$ cat config.mk
export PLATFORM = sky130hd
export DESIGN_NAME = pc_ctrl_flat
export DESIGN_NICKNAME = d
export VERILOG_FILES = /design/src/rtl/pc_ctrl_if.sv /design/src/rtl/pc_ctrl.sv /design/src/flat_wrapper.sv
export SDC_FILE = /design/constraint.sdc
export NUM_CORES = 1
export LEC_CHECK = 0
export ABC_AREA = 1
export BUFFER_PORTS_ARGS = -buffer_cell sky130_fd_sc_hd__buf_2
export CAP_MARGIN = 20
export CORE_MARGIN = 1
export CORE_UTILIZATION = 45
export DETAILED_ROUTE_END_ITERATION = 8
export PLACE_DENSITY_LB_ADDON = 0.25
export SLEW_MARGIN = 20
export SYNTH_ARGS = -nofsm -noshare
export SYNTH_HDL_FRONTEND = slang
export SYNTH_SLANG_ARGS = --single-unit
$ cat constraint.sdc
create_clock -name i_clk -period 2.77 [get_ports i_clk]
set_clock_uncertainty 0.15 [all_clocks]
set_input_delay 0 -clock i_clk [delete_from_list [all_inputs] [get_ports i_clk]]
set_output_delay 0 -clock i_clk [all_outputs]
set_load 0.1 [all_outputs]
$ cat src/rtl/pc_ctrl_if.sv
// Bus between pc_ctrl and the PC register, pipeline registers,
// instruction memory and the EX-stage resolution logic.
interface pc_ctrl_if;
    logic [31:0] i_pc_curr;
    logic [31:0] o_pc_next;
    logic        o_pc_stall;
    logic        o_ifid_stall;
    logic        o_ifid_flush;
    logic        o_idex_flush;
    logic        o_imem_req;
    logic        i_imem_ack;
    logic [4:0]  i_id_rs1;
    logic [4:0]  i_id_rs2;
    logic        i_id_uses_rs1;
    logic        i_id_uses_rs2;
    logic [4:0]  i_ex_rd;
    logic        i_ex_is_load;
    logic        i_ex_redirect;
    logic [31:0] i_ex_target;
    logic        i_trap;
    logic        o_fetch_fault;
    logic [1:0]  o_state;

    modport master (
        input  i_pc_curr, i_imem_ack,
        input  i_id_rs1, i_id_rs2, i_id_uses_rs1, i_id_uses_rs2,
        input  i_ex_rd, i_ex_is_load, i_ex_redirect, i_ex_target,
        input  i_trap,
        output o_pc_next, o_pc_stall, o_ifid_stall, o_ifid_flush,
        output o_idex_flush, o_imem_req, o_fetch_fault, o_state
    );

    modport slave (
        output i_pc_curr, i_imem_ack,
        output i_id_rs1, i_id_rs2, i_id_uses_rs1, i_id_uses_rs2,
        output i_ex_rd, i_ex_is_load, i_ex_redirect, i_ex_target,
        output i_trap,
        input  o_pc_next, o_pc_stall, o_ifid_stall, o_ifid_flush,
        input  o_idex_flush, o_imem_req, o_fetch_fault, o_state
    );
endinterface

$ cat src/rtl/pc_ctrl.sv
// Next-PC sequencer and hazard controller for the RV32I pipeline.
// Fixed priority: trap/fault, redirect, load-use, fetch wait, sequential.
module pc_ctrl #(
    parameter logic [31:0] RESET_VECTOR = 32'h0000_0000,
    parameter logic [31:0] TRAP_VECTOR  = 32'h0000_0100,
    parameter int          IMEM_TIMEOUT = 16
) (
    input  logic      i_clk,
    input  logic      i_reset,
    pc_ctrl_if.master bus
);
    localparam int CW = (IMEM_TIMEOUT > 0) ? $clog2(IMEM_TIMEOUT + 1) : 1;
    localparam logic [CW-1:0] LAST =
        (IMEM_TIMEOUT > 0) ? CW'(IMEM_TIMEOUT - 1) : '0;
    localparam logic [CW-1:0] CMAX = '1;

    typedef enum logic [1:0] {
        IDLE  = 2'b00,
        FETCH = 2'b01,
        WAIT  = 2'b10
    } state_t;

    state_t        state;
    state_t        state_nx;
    logic [CW-1:0] cnt;
    logic [CW-1:0] cnt_nx;
    logic [CW-1:0] cnt_inc;
    logic          hazard;
    logic          fault;
    logic          rs1_hit;
    logic          rs2_hit;

    assign rs1_hit = bus.i_id_uses_rs1 && (bus.i_id_rs1 == bus.i_ex_rd);
    assign rs2_hit = bus.i_id_uses_rs2 && (bus.i_id_rs2 == bus.i_ex_rd);
    assign hazard  = bus.i_ex_is_load && (bus.i_ex_rd != 5'd0)
                     && (rs1_hit || rs2_hit);
    assign fault   = (IMEM_TIMEOUT != 0) && (cnt == LAST) && !bus.i_imem_ack;
    // Saturating so a disabled timeout can never wrap into a false match.
    assign cnt_inc = (cnt == CMAX) ? cnt : cnt + CW'(1);
    assign bus.o_state = state;

    always_comb begin
        bus.o_pc_next     = bus.i_pc_curr;
        bus.o_pc_stall    = 1'b0;
        bus.o_ifid_stall  = 1'b0;
        bus.o_ifid_flush  = 1'b0;
        bus.o_idex_flush  = 1'b0;
        bus.o_imem_req    = 1'b0;
        bus.o_fetch_fault = 1'b0;
        state_nx          = state;
        cnt_nx            = cnt;
        if (i_reset) begin
            bus.o_pc_next    = RESET_VECTOR;
            bus.o_pc_stall   = 1'b1;
            bus.o_ifid_flush = 1'b1;
            bus.o_idex_flush = 1'b1;
            state_nx         = IDLE;
            cnt_nx           = '0;
        end else if (state == IDLE) begin
            bus.o_pc_next    = RESET_VECTOR;
            bus.o_ifid_flush = 1'b1;
            bus.o_idex_flush = 1'b1;
            state_nx         = FETCH;
            cnt_nx           = '0;
        end else begin
            bus.o_imem_req = 1'b1;
            if (bus.i_trap || fault) begin
                bus.o_pc_next     = TRAP_VECTOR;
                bus.o_ifid_flush  = 1'b1;
                bus.o_idex_flush  = 1'b1;
                bus.o_fetch_fault = fault;
                state_nx          = FETCH;
                cnt_nx            = '0;
            end else if (bus.i_ex_redirect) begin
                bus.o_pc_next    = bus.i_ex_target;
                bus.o_ifid_flush = 1'b1;
                bus.o_idex_flush = 1'b1;
                state_nx         = FETCH;
                cnt_nx           = '0;
            end else if (hazard) begin
                bus.o_pc_stall   = 1'b1;
                bus.o_ifid_stall = 1'b1;
                bus.o_idex_flush = 1'b1;
                state_nx         = bus.i_imem_ack ? FETCH : WAIT;
                cnt_nx           = bus.i_imem_ack ? '0 : cnt_inc;
            end else if (!bus.i_imem_ack) begin
                bus.o_pc_stall   = 1'b1;
                bus.o_ifid_flush = 1'b1;
                state_nx         = WAIT;
                cnt_nx           = cnt_inc;
            end else begin
                bus.o_pc_next = bus.i_pc_curr + 32'd4;
                state_nx      = FETCH;
                cnt_nx        = '0;
            end
        end
    end

    always_ff @(posedge i_clk) begin
        if (i_reset) begin
            state <= IDLE;
            cnt   <= '0;
        end else begin
            state <= state_nx;
            cnt   <= cnt_nx;
        end
    end
endmodule

$ cat src/flat_wrapper.sv
// flat-port wrapper written by rule: the top's interface ports become plain ports
module pc_ctrl_flat 
#(
    parameter logic [31:0] RESET_VECTOR = 32'h0000_0000,
    parameter logic [31:0] TRAP_VECTOR  = 32'h0000_0100,
    parameter int          IMEM_TIMEOUT = 16
)
  (i_clk, i_reset, bus_i_pc_curr, bus_i_imem_ack, bus_i_id_rs1, bus_i_id_rs2, bus_i_id_uses_rs1, bus_i_id_uses_rs2, bus_i_ex_rd, bus_i_ex_is_load, bus_i_ex_redirect, bus_i_ex_target, bus_i_trap, bus_o_pc_next, bus_o_pc_stall, bus_o_ifid_stall, bus_o_ifid_flush, bus_o_idex_flush, bus_o_imem_req, bus_o_fetch_fault, bus_o_state);
  pc_ctrl_if bus_i ();
  input  logic i_clk;
  input  logic i_reset;
  input wire logic [$bits(bus_i.i_pc_curr)-1:0] bus_i_pc_curr;
  input wire logic [$bits(bus_i.i_imem_ack)-1:0] bus_i_imem_ack;
  input wire logic [$bits(bus_i.i_id_rs1)-1:0] bus_i_id_rs1;
  input wire logic [$bits(bus_i.i_id_rs2)-1:0] bus_i_id_rs2;
  input wire logic [$bits(bus_i.i_id_uses_rs1)-1:0] bus_i_id_uses_rs1;
  input wire logic [$bits(bus_i.i_id_uses_rs2)-1:0] bus_i_id_uses_rs2;
  input wire logic [$bits(bus_i.i_ex_rd)-1:0] bus_i_ex_rd;
  input wire logic [$bits(bus_i.i_ex_is_load)-1:0] bus_i_ex_is_load;
  input wire logic [$bits(bus_i.i_ex_redirect)-1:0] bus_i_ex_redirect;
  input wire logic [$bits(bus_i.i_ex_target)-1:0] bus_i_ex_target;
  input wire logic [$bits(bus_i.i_trap)-1:0] bus_i_trap;
  output wire logic [$bits(bus_i.o_pc_next)-1:0] bus_o_pc_next;
  output wire logic [$bits(bus_i.o_pc_stall)-1:0] bus_o_pc_stall;
  output wire logic [$bits(bus_i.o_ifid_stall)-1:0] bus_o_ifid_stall;
  output wire logic [$bits(bus_i.o_ifid_flush)-1:0] bus_o_ifid_flush;
  output wire logic [$bits(bus_i.o_idex_flush)-1:0] bus_o_idex_flush;
  output wire logic [$bits(bus_i.o_imem_req)-1:0] bus_o_imem_req;
  output wire logic [$bits(bus_i.o_fetch_fault)-1:0] bus_o_fetch_fault;
  output wire logic [$bits(bus_i.o_state)-1:0] bus_o_state;
  assign bus_i.i_pc_curr = bus_i_pc_curr;
  assign bus_i.i_imem_ack = bus_i_imem_ack;
  assign bus_i.i_id_rs1 = bus_i_id_rs1;
  assign bus_i.i_id_rs2 = bus_i_id_rs2;
  assign bus_i.i_id_uses_rs1 = bus_i_id_uses_rs1;
  assign bus_i.i_id_uses_rs2 = bus_i_id_uses_rs2;
  assign bus_i.i_ex_rd = bus_i_ex_rd;
  assign bus_i.i_ex_is_load = bus_i_ex_is_load;
  assign bus_i.i_ex_redirect = bus_i_ex_redirect;
  assign bus_i.i_ex_target = bus_i_ex_target;
  assign bus_i.i_trap = bus_i_trap;
  assign bus_o_pc_next = bus_i.o_pc_next;
  assign bus_o_pc_stall = bus_i.o_pc_stall;
  assign bus_o_ifid_stall = bus_i.o_ifid_stall;
  assign bus_o_ifid_flush = bus_i.o_ifid_flush;
  assign bus_o_idex_flush = bus_i.o_idex_flush;
  assign bus_o_imem_req = bus_i.o_imem_req;
  assign bus_o_fetch_fault = bus_i.o_fetch_fault;
  assign bus_o_state = bus_i.o_state;
  pc_ctrl #(.RESET_VECTOR(RESET_VECTOR), .TRAP_VECTOR(TRAP_VECTOR), .IMEM_TIMEOUT(IMEM_TIMEOUT)) u_core (.i_clk(i_clk), .i_reset(i_reset), .bus(bus_i));
endmodule
======== After elaboration in Yosys (flattened, before gate mapping) ========
Cells that the tools add are included.
storage, ports and cells
  register bits ........................... 7
  bits in latches ......................... 0
  memory bits (writable) .................. 0
  memory bits (read-only) ................. 0
  input bits .............................. 87
  memories kept ........................... 0
operators by class
  add/subtract/negate cells ............... 2
  multipliers ............................. 0
  divide/modulo/power cells ............... 0
  order comparisons ....................... 0
  equal/unequal tests ..................... 4
  shift operators ......................... 0
  mux-type cells .......................... 35
  bitwise gates (word level) .............. 0
  reduce and logical (&&, ||, !) cells .... 12
operators with widths
  operator                 number
  $mux W32                 6
  $add A32 B3 Y32 const B  1
  $mux W1                  28
  $eq A5 B5 Y1             2
  $add A5 B1 Y5 const B    1
  $eq A5 B4 Y1 const B     1
  $eq A5 B5 Y1 const B     1
  $logic_and A1 B1 Y1      5
  $reduce_bool A5 Y1       1
  $reduce_or A5 Y1         1
  $reduce_or A4 Y1         1
  $logic_not A2 Y1         1
  $logic_or A1 B1 Y1       2
  $mux W2                  1
  $logic_not A1 Y1         1

======== Depth between registers and ports, before layout ========
Gate-level depths: netlist of the first run.
  depth in word-level cells ............... 9
  mapped depth ............................ 13
  mapped depth without buffers ............ 13

======== Worst setup path before layout of the first run ========
No wires, ideal clock.
  path type ............................... flip-flop to output port
  start ................................... register u_core.state[1] (netlist: u_core.bus.o_state[1])
  end ..................................... output bus_o_pc_next[12]
  data arrival time ....................... 4.717 ns
  required time ........................... 2.620 ns
  slack ................................... -2.097 ns
  cell stages (with the launch flop) ...... 9
  path buffers ............................ 2
  cell sequence ........................... dfxtp_1 > nor2_1 > nor2_1 > inv_1 > nor2_2 > buf_2 > buf_2 > o21ai_0 > a21oi_1
on the way
  longest elaborated chain between the ends .. 3
RTL lines
  what                    line                text
  from (decl)             pc_ctrl.sv:23       state_t state;
  from (signal assigned)  pc_ctrl.sv:104      state <= state_nx;
  $logic_not A2 Y1        pc_ctrl.sv:59       end else if (state == IDLE) begin
  $mux W32                pc_ctrl.sv:59
  $mux W32                pc_ctrl.sv:52       if (i_reset) begin
  to (decl)               flat_wrapper.sv:23  output wire logic [$bits(bus_i.o_pc_next)-1:0] bus_o_pc_next;
No other way between the ends.

======== Worst setup path in the final report of the first run ========
  start ................................... register u_core.cnt[0]
  end ..................................... output bus_o_ifid_flush
on the way
  longest elaborated chain between the ends .. 6
RTL lines
  what                    line                text
  from (decl)             pc_ctrl.sv:25       logic [CW-1:0] cnt;
  from (signal assigned)  pc_ctrl.sv:105      cnt <= cnt_nx;
  $eq A5 B4 Y1            pc_ctrl.sv:37       assign fault = (IMEM_TIMEOUT != 0) && (cnt == LAST) && !bus.i_imem_ack;
  $logic_and A1 B1 Y1     pc_ctrl.sv:37
  $logic_or A1 B1 Y1      pc_ctrl.sv:67       if (bus.i_trap || fault) begin
  $mux W1                 pc_ctrl.sv:67
  $mux W1                 pc_ctrl.sv:59
  $mux W1                 pc_ctrl.sv:52
  to (decl)               flat_wrapper.sv:26  output wire logic [$bits(bus_i.o_ifid_flush)-1:0] bus_o_ifid_flush;
No other way between the ends.

==> results of run 1 <==
-- power by group through the flow --
stage	Sequential [mW]	Clock [mW]	Combinational, mW
2_1_floorplan	0.113	0	0.336
3_3_place_gp	0.104	0	0.525
3_5_place_dp	0.104	0	0.535
4_1_cts	0.102	0.153	0.538
5_1_grt	0.102	0.157	0.576
6_report	0.102	0.150	0.538
-- registers in the layout, summed over array words and instances (netlist names) --
name	cells
u_core.cnt	5
u_core.bus.o_state	2
-- cell type report --
class                   instances  area, sq um
repair buffers                131         1164
well taps                      67        83.83
clock buffers                   4        45.04
fillers                       381         1076
inverters                      63        241.5
multi-input cells             368         2028
flip-flops and latches          7        147.6
-- Yosys cell counts (all sizes together) --
cell type    n
nand2      147
nor2        70
inv         62
nand3       38
o21ai       36
a21oi       27
buf         10
nand4       10
xor2        10
clkbuf       8
dfxtp        7
nor3         7
a21boi       4
ha           4
xnor2        4
nor4         3
or2          3
a31oi        2
nand3b       2
a21o         1
clkinv       1
-- tightest hold or removal path: stages --
cell     delay (ns)
buf_2          0.10
a21oi_2        0.04
inv_2          0.07
nor3_1         0.07
a21oi_1        0.13
-- metal layers --
layer / vias up / wire, um
met5: - / 0
met4: 0 / 177
met3: 20 / 412
met2: 118 / 3848
met1: 1450 / 3123
li1: 1683 / -
-- logic make-up (layout without fill, tap and decap cells) --
logic type,after synthesis,count (layout),share of synthesized area (%)
simple gates,280,280,54.63
xor+xnor,14,14,5.396
fa+ha+maj,4,4,2.203
compound gates,70,70,16.41
flops,7,7,6.167
buf+inv,81,198,15.20
-- path summary, 6_finish.rpt --
| kind | start | end | slack [ns] | cells past startpoint |
|---|---|---|---|---|
| hold reg to reg | u_core.cnt[1]$_SDFFE_PP0P_ | u_core.cnt[1]$_SDFFE_PP0P_ | 0.34 | 2 |
| hold / removal | bus_i_trap | u_core.bus.o_state[0]$_SDFF_PP0_ | 0.06 | 5 |
| setup reg to reg | u_core.cnt[0]$_SDFFE_PP0P_ | u_core.cnt[2]$_SDFFE_PP0P_ | 0.63 | 13 |
| setup / recovery | u_core.cnt[0]$_SDFFE_PP0P_ | bus_o_ifid_flush | 0.25 | 13 |
==> impl_metrics.ini, run 1 <==
[finish]
final_area_sq_um = 3710
drive_gt1_share_pct = 34.38
final_cell_count_no_fill = 640
layout_common_cells = nand2_1, buf_2, inv_1, nor2_1, nand3_1
mostFrequentLayoutCell = nand2_1
fin_nets = 665
syn2layout_area_growth_pct = 63.27
antenna_cells = 0
fin_util_pct = 77.52

[clock_tree]
holdBufCountCts = 1
clock_sinks = 7
cts.repair.resized = 0
clockRootBuffer = clkbuf_8
cts_max_level = 1
post_cts_buffers = 0
numCtsBuffers = 3
clkSlewWorstSetupHoldPaths_ns = 0.04
clock_latency_ns = 0.23
clock_path_buffers = 2
cts_tree = done

[power]
p_switching_uw = 409.0
pwr-share-seq_pct = 13.0
p_clk_share_pct = 19.0
p_int_uw = 381.9
vdd_ir_drop_max_mv = 0.3191
p_per_area_nw_per_um2 = 213.2
power_uw = 790.9
power_frac_comb_pct = 68.1
switching_share_pct = 51.72
p_leak_nw = 1.805

[floorplan]
die_h_um = 73.06
start_util_pct = 47.48
die_w_um = 73.06
die-area_sq_um = 5338
ios = 127
core_area_sq_um = 4786
row_count = 25

[grt]
antenna_found_initial = 0
met1_usage_pct = 32.53
grt_usage_pct = 28.54
grt_pass1_wl_mm = 12.25
grt_pass1_vias = 3026
grt_use_met2_pct = 52.67
grt.overflow.total = 0
grt_start_max_net_pins = 41
grt.busiest_layer = met2
use_met3_pct = 3.591

[sta]
finalSetupViolCount = 0
hold_viol = 0
layout_setup_ws_ns = 0.2478
rsz0062_at_grt = no
slew_violations = 0
hold_ws_ns = 0.05844
timing.fmax_ghz = 0.3965
worst_pin_slew_ns = 0.8143
min_period_over_period_pct = 91.05
fin_tns_setup_ns = 0
max_slew_margin_pct = 45.63
period_needed_ns = 2.522

[placement]
port_buffers = 126
gp_congestion = 0.9151
placed_cell_area_sq_um = 3655
dp_cells = 635
hpwlAfterDp_mm = 6.263
pre_cts_ws_ns = 0.5013

[yosys]
yosys.area.top_type = nand2_1
syn_nets = 547
synth_top_area_share_pct = 23.46
yosys-top-cells-area = nand2_1, nor2_1, inv_1
yosysSeqAreaShare_pct = 6.167
ys_ff_latch = 7
synth_cell_types = 33
yosysWarnings = 0
synth_area_sq_um = 2272
syn_area_per_cell_sq_um = 4.983
synth_cells = 456

[run]
maxCapViolCount = 0

[detailed_routing]
via_per_inst = 5.111
drc = 0
first_pass_iters = 5
wire_per_inst_um = 11.82
postRouteAntennaNets = 0
first_iter_violations = 148
wl_mm = 7.562
vias = 3271

[worst_setup_path]
worstPathRequired_ns = 2.62
crit_fanout = 13
cpPeakStageDelay_ns = 0.42
worst_path_max_delay_cell = buf_2
crit_family = buffers and inverters
crit_path_cell_trace = ha_1, nand2_1, nor2_1, ha_1, a21oi_2, inv_2, nor2_2, inv_2, nor2_2, inv_2, a21oi_1, inv_1, buf_2
cp-start-kind = flip-flop
endpoint_kind = output pin
crit_buf_inv = 5
worstSetupPathType = flip-flop to output pin
cpMostUsedCell = inv_2
crit_arrival_ns = 2.37

[worst_hold_path]
min-delay-path-class = input port to flip-flop

[status]
outcome = finished, final reports clean
(Power assumes the default switching activity.)
==> inputs of run 2 (changes only) <==
--- a/config.mk
+++ b/config.mk
@@ -8,6 +8,7 @@
 export ABC_AREA = 1
 export BUFFER_PORTS_ARGS = -buffer_cell sky130_fd_sc_hd__buf_2
 export CAP_MARGIN = 20
+export CORE_ASPECT_RATIO = 1.75
 export CORE_MARGIN = 1
 export CORE_UTILIZATION = 45
 export DETAILED_ROUTE_END_ITERATION = 8
==> run 2 against run 1 <==
Compared with the run above:
- sequential power barely moved
- critical path depth did not move
- critical endpoint unchanged
- core utilization rose by 0.48 points
- clock-buffer cell count did not move
- largest power group unchanged
==> impl_metrics.ini, run 2 (same netlist as run 1, synthesis figures left out) <==
[power]
switching_share_pct = 51.00
p_switching_uw = 399.2
p_per_area_nw_per_um2 = 211.3
vdd_ir_drop_max_mv = 0.3428
p_leak_nw = 1.808
pwr-share-seq_pct = 13.1
p_clk_share_pct = 17.9
p_int_uw = 383.5
power_frac_comb_pct = 69.0

[detailed_routing]
first_pass_iters = 4
wire_per_inst_um = 12.34
top_layer = met4
met2_length_mm = 4.332
first_iter_violations = 138
postRouteAntennaNets = 0
vias = 3358
via_per_inst = 5.364
wl_mm = 7.727
drc = 0
met1_length_mm = 2.651
route.met3.wl_um = 474

[worst_hold_path]
min-delay-path-class = input port to flip-flop

[finish]
fin_nets = 666
layout_common_cells = nand2_1, buf_2, inv_1, nor2_1, nand3_1
largest_reg_flops = 5
syn2layout_area_growth_pct = 63.00
mostFrequentLayoutCell = nand2_1
final_cell_count_no_fill = 626
antenna_cells = 0
multi_input_area_sq_um = 2033
fin_util_pct = 78.00
drive_gt1_share_pct = 34.49
seq_area_sq_um = 147.6
regMostFlops = u_core.cnt
fill_cells = 364

[worst_setup_path]
cpPeakStageDelay_ns = 0.43
worstSetupPathType = flip-flop to output pin
crit_arrival_ns = 2.49
r2r_slack_ns = 0.47
crit_buf_inv = 5
endpoint_kind = output pin
crit_path_cell_trace = ha_1, nand2_1, nor2_1, ha_1, a21oi_2, inv_2, nor2_4, inv_2, nor2_2, inv_2, a21oi_1, inv_1, buf_2
crit_fanout = 13
worst_path_max_delay_cell = buf_2
cpMostUsedCell = inv_2
cp-start-kind = flip-flop
worstPathRequired_ns = 2.62
crit_family = buffers and inverters

[floorplan]
ios = 127
die-area_sq_um = 5349
die_w_um = 55.72
start_util_pct = 47.85
row_count = 33
core_area_sq_um = 4748
die_h_um = 96

[grt]
grt_start_max_net_pins = 35
grt_usage_pct = 29.01
antenna_found_initial = 0
grt_pass1_vias = 3258
grt.overflow.total = 0
grt_pass1_wl_mm = 12.94

[clock_tree]
post_cts_buffers = 0
clock_latency_ns = 0.22
clock_sinks = 7
clock_path_buffers = 2
cts_max_level = 1
clkSlewWorstSetupHoldPaths_ns = 0.04
numCtsBuffers = 3
clockRootBuffer = clkbuf_8
cts_tree = done

[sta]
worst_pin_slew_ns = 0.7103
min_period_over_period_pct = 95.24
period_needed_ns = 2.638
hold_ws_ns = 0.02886
timing.fmax_ghz = 0.3791
fin_tns_setup_ns = 0
rsz0062_at_grt = no
finalSetupViolCount = 0
max_slew_margin_pct = 52.58
hold_viol = 0
slew_violations = 0

[placement]
gp_congestion = 0.8869
hpwlAfterDp_mm = 6.203
dp_cells = 621
port_buffers = 126

[status]
outcome = finished, final reports clean

[run]
maxCapViolCount = 0
[run 2: changes by cell type in the layout (fill, tap and decap cells not counted)]
cell and change:
buf_4 +1, nor2_2 -1, nor2_4 +1
[run 2: repair_timing]
action                                  CTS  global route
gates resized for setup                   0             1
hold buffers                              1             0
hold endpoints to repair                  1             0
endpoints found under the setup margin    0             8
[run 2: stage by stage]
| step | total power, mW | instance area [sq um] | worst slack (ns) |
|---|---|---|---|
| final | 0.7827 | 3704 | 0.1319 |
| after global routing | 0.8366 | 3704 | 0.002725 |
| after CTS | 0.7831 | 3699 | 0.05304 |
| after detailed placement | 0.6403 | 3643 | 0.3248 |
| after global placement | 0.6305 | 3643 | 0.4571 |
| after floorplan | 0.4487 | 2525 | 0.03541 |
[run 2: final timing paths]
kind / startpoint / to / cells past startpoint
worst min-delay path: bus_i_imem_ack / u_core.bus.o_state[0]$_SDFF_PP0_ / 3
worst min register to register: u_core.cnt[2]$_SDFFE_PP0P_ / u_core.cnt[2]$_SDFFE_PP0P_ / 2
worst max register to register: u_core.cnt[0]$_SDFFE_PP0P_ / u_core.cnt[1]$_SDFFE_PP0P_ / 13
worst max-delay path: u_core.cnt[0]$_SDFFE_PP0P_ / bus_o_ifid_flush / 13
[run 2: layout make-up]
type | count | share of cell area, %
Timing Repair Buffer | 132 | 31.62
Sequential cell | 7 | 3.986
Clock buffer | 4 | 1.216
Multi-Input combinational cell | 368 | 54.90
Inverter | 63 | 6.520
Tap cell | 52 | 1.757
[run 2: power groups by stage]
stage / clock (mW) / combinational, mW / sequential [mW]
finish: 0.140 / 0.540 / 0.103
floorplan: 0 / 0.336 / 0.113
global route: 0.153 / 0.581 / 0.103
detailed placement: 0 / 0.536 / 0.104
CTS: 0.141 / 0.539 / 0.103
global placement: 0 / 0.527 / 0.104
[run 2: routing by layer]
metal / global-route usage (%) / up-vias
li1: - / 1678
met1: 27.59 / 1505
met2: 58.03 / 143
met3: 5.914 / 32
met4: 14.17 / 0
met5: 0 / -
[run 2: worst reg2reg max path, stage by stage, from the launching register on]
cell	delay (ns)
dfxtp_1	0.35
ha_1	0.26
nand2_1	0.08
nor2_1	0.05
ha_1	0.20
a21oi_2	0.15
inv_2	0.07
nor2_4	0.18
inv_2	0.17
nor2_2	0.15
inv_2	0.07
nor2_2	0.13
inv_2	0.08
a21oi_1	0.13
==> inputs of run 3 (changes only) <==
--- a/config.mk
+++ b/config.mk
@@ -5,7 +5,6 @@
 export SDC_FILE = /design/constraint.sdc
 export NUM_CORES = 1
 export LEC_CHECK = 0
-export ABC_AREA = 1
 export BUFFER_PORTS_ARGS = -buffer_cell sky130_fd_sc_hd__buf_2
 export CAP_MARGIN = 20
 export CORE_ASPECT_RATIO = 1.75
==> run 3 against run 2 <==
Compared with the run above:
- critical path depth down 4
- cell count down 31%
- clock-buffer cell count down 1
- critical path type unchanged
- highest routed layer unchanged
==> impl_metrics.ini, run 3 <==
[finish]
seq_area_sq_um = 142.6
largest_reg_flops = 5
regMostFlops = u_core.cnt
fin_util_pct = 82.23
final_area_sq_um = 3179
mostFrequentLayoutCell = buf_2
fin_nets = 475
layout_common_cells = buf_2, xnor2_1, buf_12
multi_input_area_sq_um = 1705
drive_gt1_share_pct = 50.91
fill_cells = 247
antenna_cells = 0
syn2layout_area_growth_pct = 76.70

[placement]
placed_cell_area_sq_um = 3103
gp_congestion = 0.9465
pre_cts_ws_ns = 0.2861
hpwlAfterDp_mm = 5.867
port_buffers = 126

[floorplan]
start_util_pct = 46.54
core_area_sq_um = 3866
die_w_um = 49.80
row_count = 30
ios = 127
die-area_sq_um = 4265
die_h_um = 85.65

[detailed_routing]
postRouteAntennaNets = 0
via_per_inst = 6.002
wire_per_inst_um = 17.42
drc = 0
first_iter_violations = 133
wl_mm = 7.510
first_pass_iters = 5
vias = 2587

[yosys]
ys_ff_latch = 7
synth_cells = 261
syn_nets = 352
yosys.area.top_type = xnor2_1
async_reset_ff_share_pct = 0
synth_area_sq_um = 1799
yosys-top-cells-count = xnor2_1, a21oi_1, o21ai_0
yosys-top-cells-area = xnor2_1, a2111oi_2, dfxtp_1
syn_area_per_cell_sq_um = 6.894
synth_top_area_share_pct = 16.55
synth_cell_types = 44
synth_edf_count = 0
yosysSeqAreaShare_pct = 7.789
yosysWarnings = 0
synth.most_common_cell = xnor2_1
synth-main-ff-cell = dfxtp_1

[grt]
grt.overflow.total = 0
grt_start_max_net_pins = 32
antenna_found_initial = 0
grt_usage_pct = 35.37
grt_pass1_wl_mm = 11.76
grt_pass1_vias = 2512

[status]
outcome = finished, final reports clean

[sta]
layout_setup_ws_ns = 0.1036
hold_ws_ns = 0.06359
finalSetupViolCount = 0
rsz0062_at_grt = no
worst_pin_slew_ns = 0.7985
min_period_over_period_pct = 96.26
max_slew_margin_pct = 46.64
period_needed_ns = 2.666
timing.fmax_ghz = 0.3750
slew_violations = 0
hold_viol = 0

[run]
maxCapViolCount = 0

[power]
p_leak_nw = 1.205
power_uw = 739.0
p_per_area_nw_per_um2 = 232.4
vdd_ir_drop_max_mv = 0.3572

[worst_hold_path]
hp-start = bus_i_imem_ack
min-delay-path-class = input port to flip-flop

[worst_setup_path]
cp-start-kind = flip-flop
critPathLaunch = u_core.cnt[0]$_SDFFE_PP0P_
cpMostUsedCell = ha_1
endpoint_kind = output pin
worstPathRequired_ns = 2.62
crit_arrival_ns = 2.52
worst_path_max_delay_cell = buf_2
crit_fanout = 6
crit_path_cell_trace = ha_1, and3_1, ha_1, nand2_1, nand2b_4, or3_1, buf_4, nor2_2, buf_2
r2r_start = u_core.cnt[0]$_SDFFE_PP0P_
crit_buf_inv = 2
cpPeakStageDelay_ns = 0.42
worstSetupPathType = flip-flop to output pin
crit_family = simple AND/OR/NAND/NOR gates

[clock_tree]
clkSlewWorstSetupHoldPaths_ns = 0.04
clock_sinks = 7
clock_latency_ns = 0.24
clock_path_buffers = 2
numCtsBuffers = 3
cts_max_level = 1
clockRootBuffer = clkbuf_8
cts_tree = done
## run 3: report_power, final
part           switching (mW)  internal [mW]
Clock                  0.0525         0.0980
Sequential            0.00107          0.103
Combinational           0.316          0.168
## run 3: cell families (layout without fill, tap and decap cells)
kind of cell               Yosys count  after routing  share of synthesized area [%]
and+or+nand+nor                     89             89                          24.62
buffers and inverters               31            153                          7.997
muxes                                4              4                          2.225
xor gates and xnor gates            36             36                          17.52
AOI/OAI and AO/OA                   90             90                          37.07
DFF                                  7              7                          7.788
adders and majority gates            4              4                          2.782
## run 3: path summary, 6_finish.rpt
check	endpoint	slack (ns)	depth (start not counted)
hold / removal	u_core.bus.o_state[0]$_SDFF_PP0_	0.06	3
setup reg to reg	u_core.cnt[2]$_SDFFE_PP0P_	0.61	8
setup / recovery	bus_o_pc_next[0]	0.10	9
hold reg to reg	u_core.cnt[3]$_SDFFE_PP0P_	0.36	2
## run 3: stage by stage
step / setup TNS [ns] / instances
6_report: 0 / 431
5_1_grt: 0 / 431
4_1_cts: 0 / 430
3_5_place_dp: 0 / 425
3_3_place_gp: 0 / 425
2_1_floorplan: -0.6889 / 261
## run 3: worst reg2reg max path: stages, from the launching register on
cell,delay (ns)
dfxtp_1,0.33
ha_1,0.22
and3_1,0.21
ha_1,0.18
nand2_1,0.13
nand2b_4,0.10
nor4_1,0.36
nand2_1,0.26
nor2_1,0.15
## run 3: cell type report
type / count / area share [%]
Sequential cell: 7 / 4.486
Timing Repair Buffer: 135 / 36.88
Clock inverter: 1 / 0.1574
Inverter: 14 / 1.653
Multi-Input combinational cell: 223 / 53.64
Clock buffer: 3 / 1.299
Tap cell: 48 / 1.889
## run 3: layer usage
metal	vias to the layer above	track usage [%]	part of all wire (%)
li1	1207	-	-
met1	1193	33.37	33
met2	147	68.55	56
met3	40	4.787	5.9
met4	0	22.08	5.7
met5	-	0	0
## run 3: what timing repair did
item,CTS,global route
hold buffers,1,0
gates resized for setup,0,4
hold endpoints to repair,1,0
endpoints found under the setup margin,0,24
setup buffers,0,1
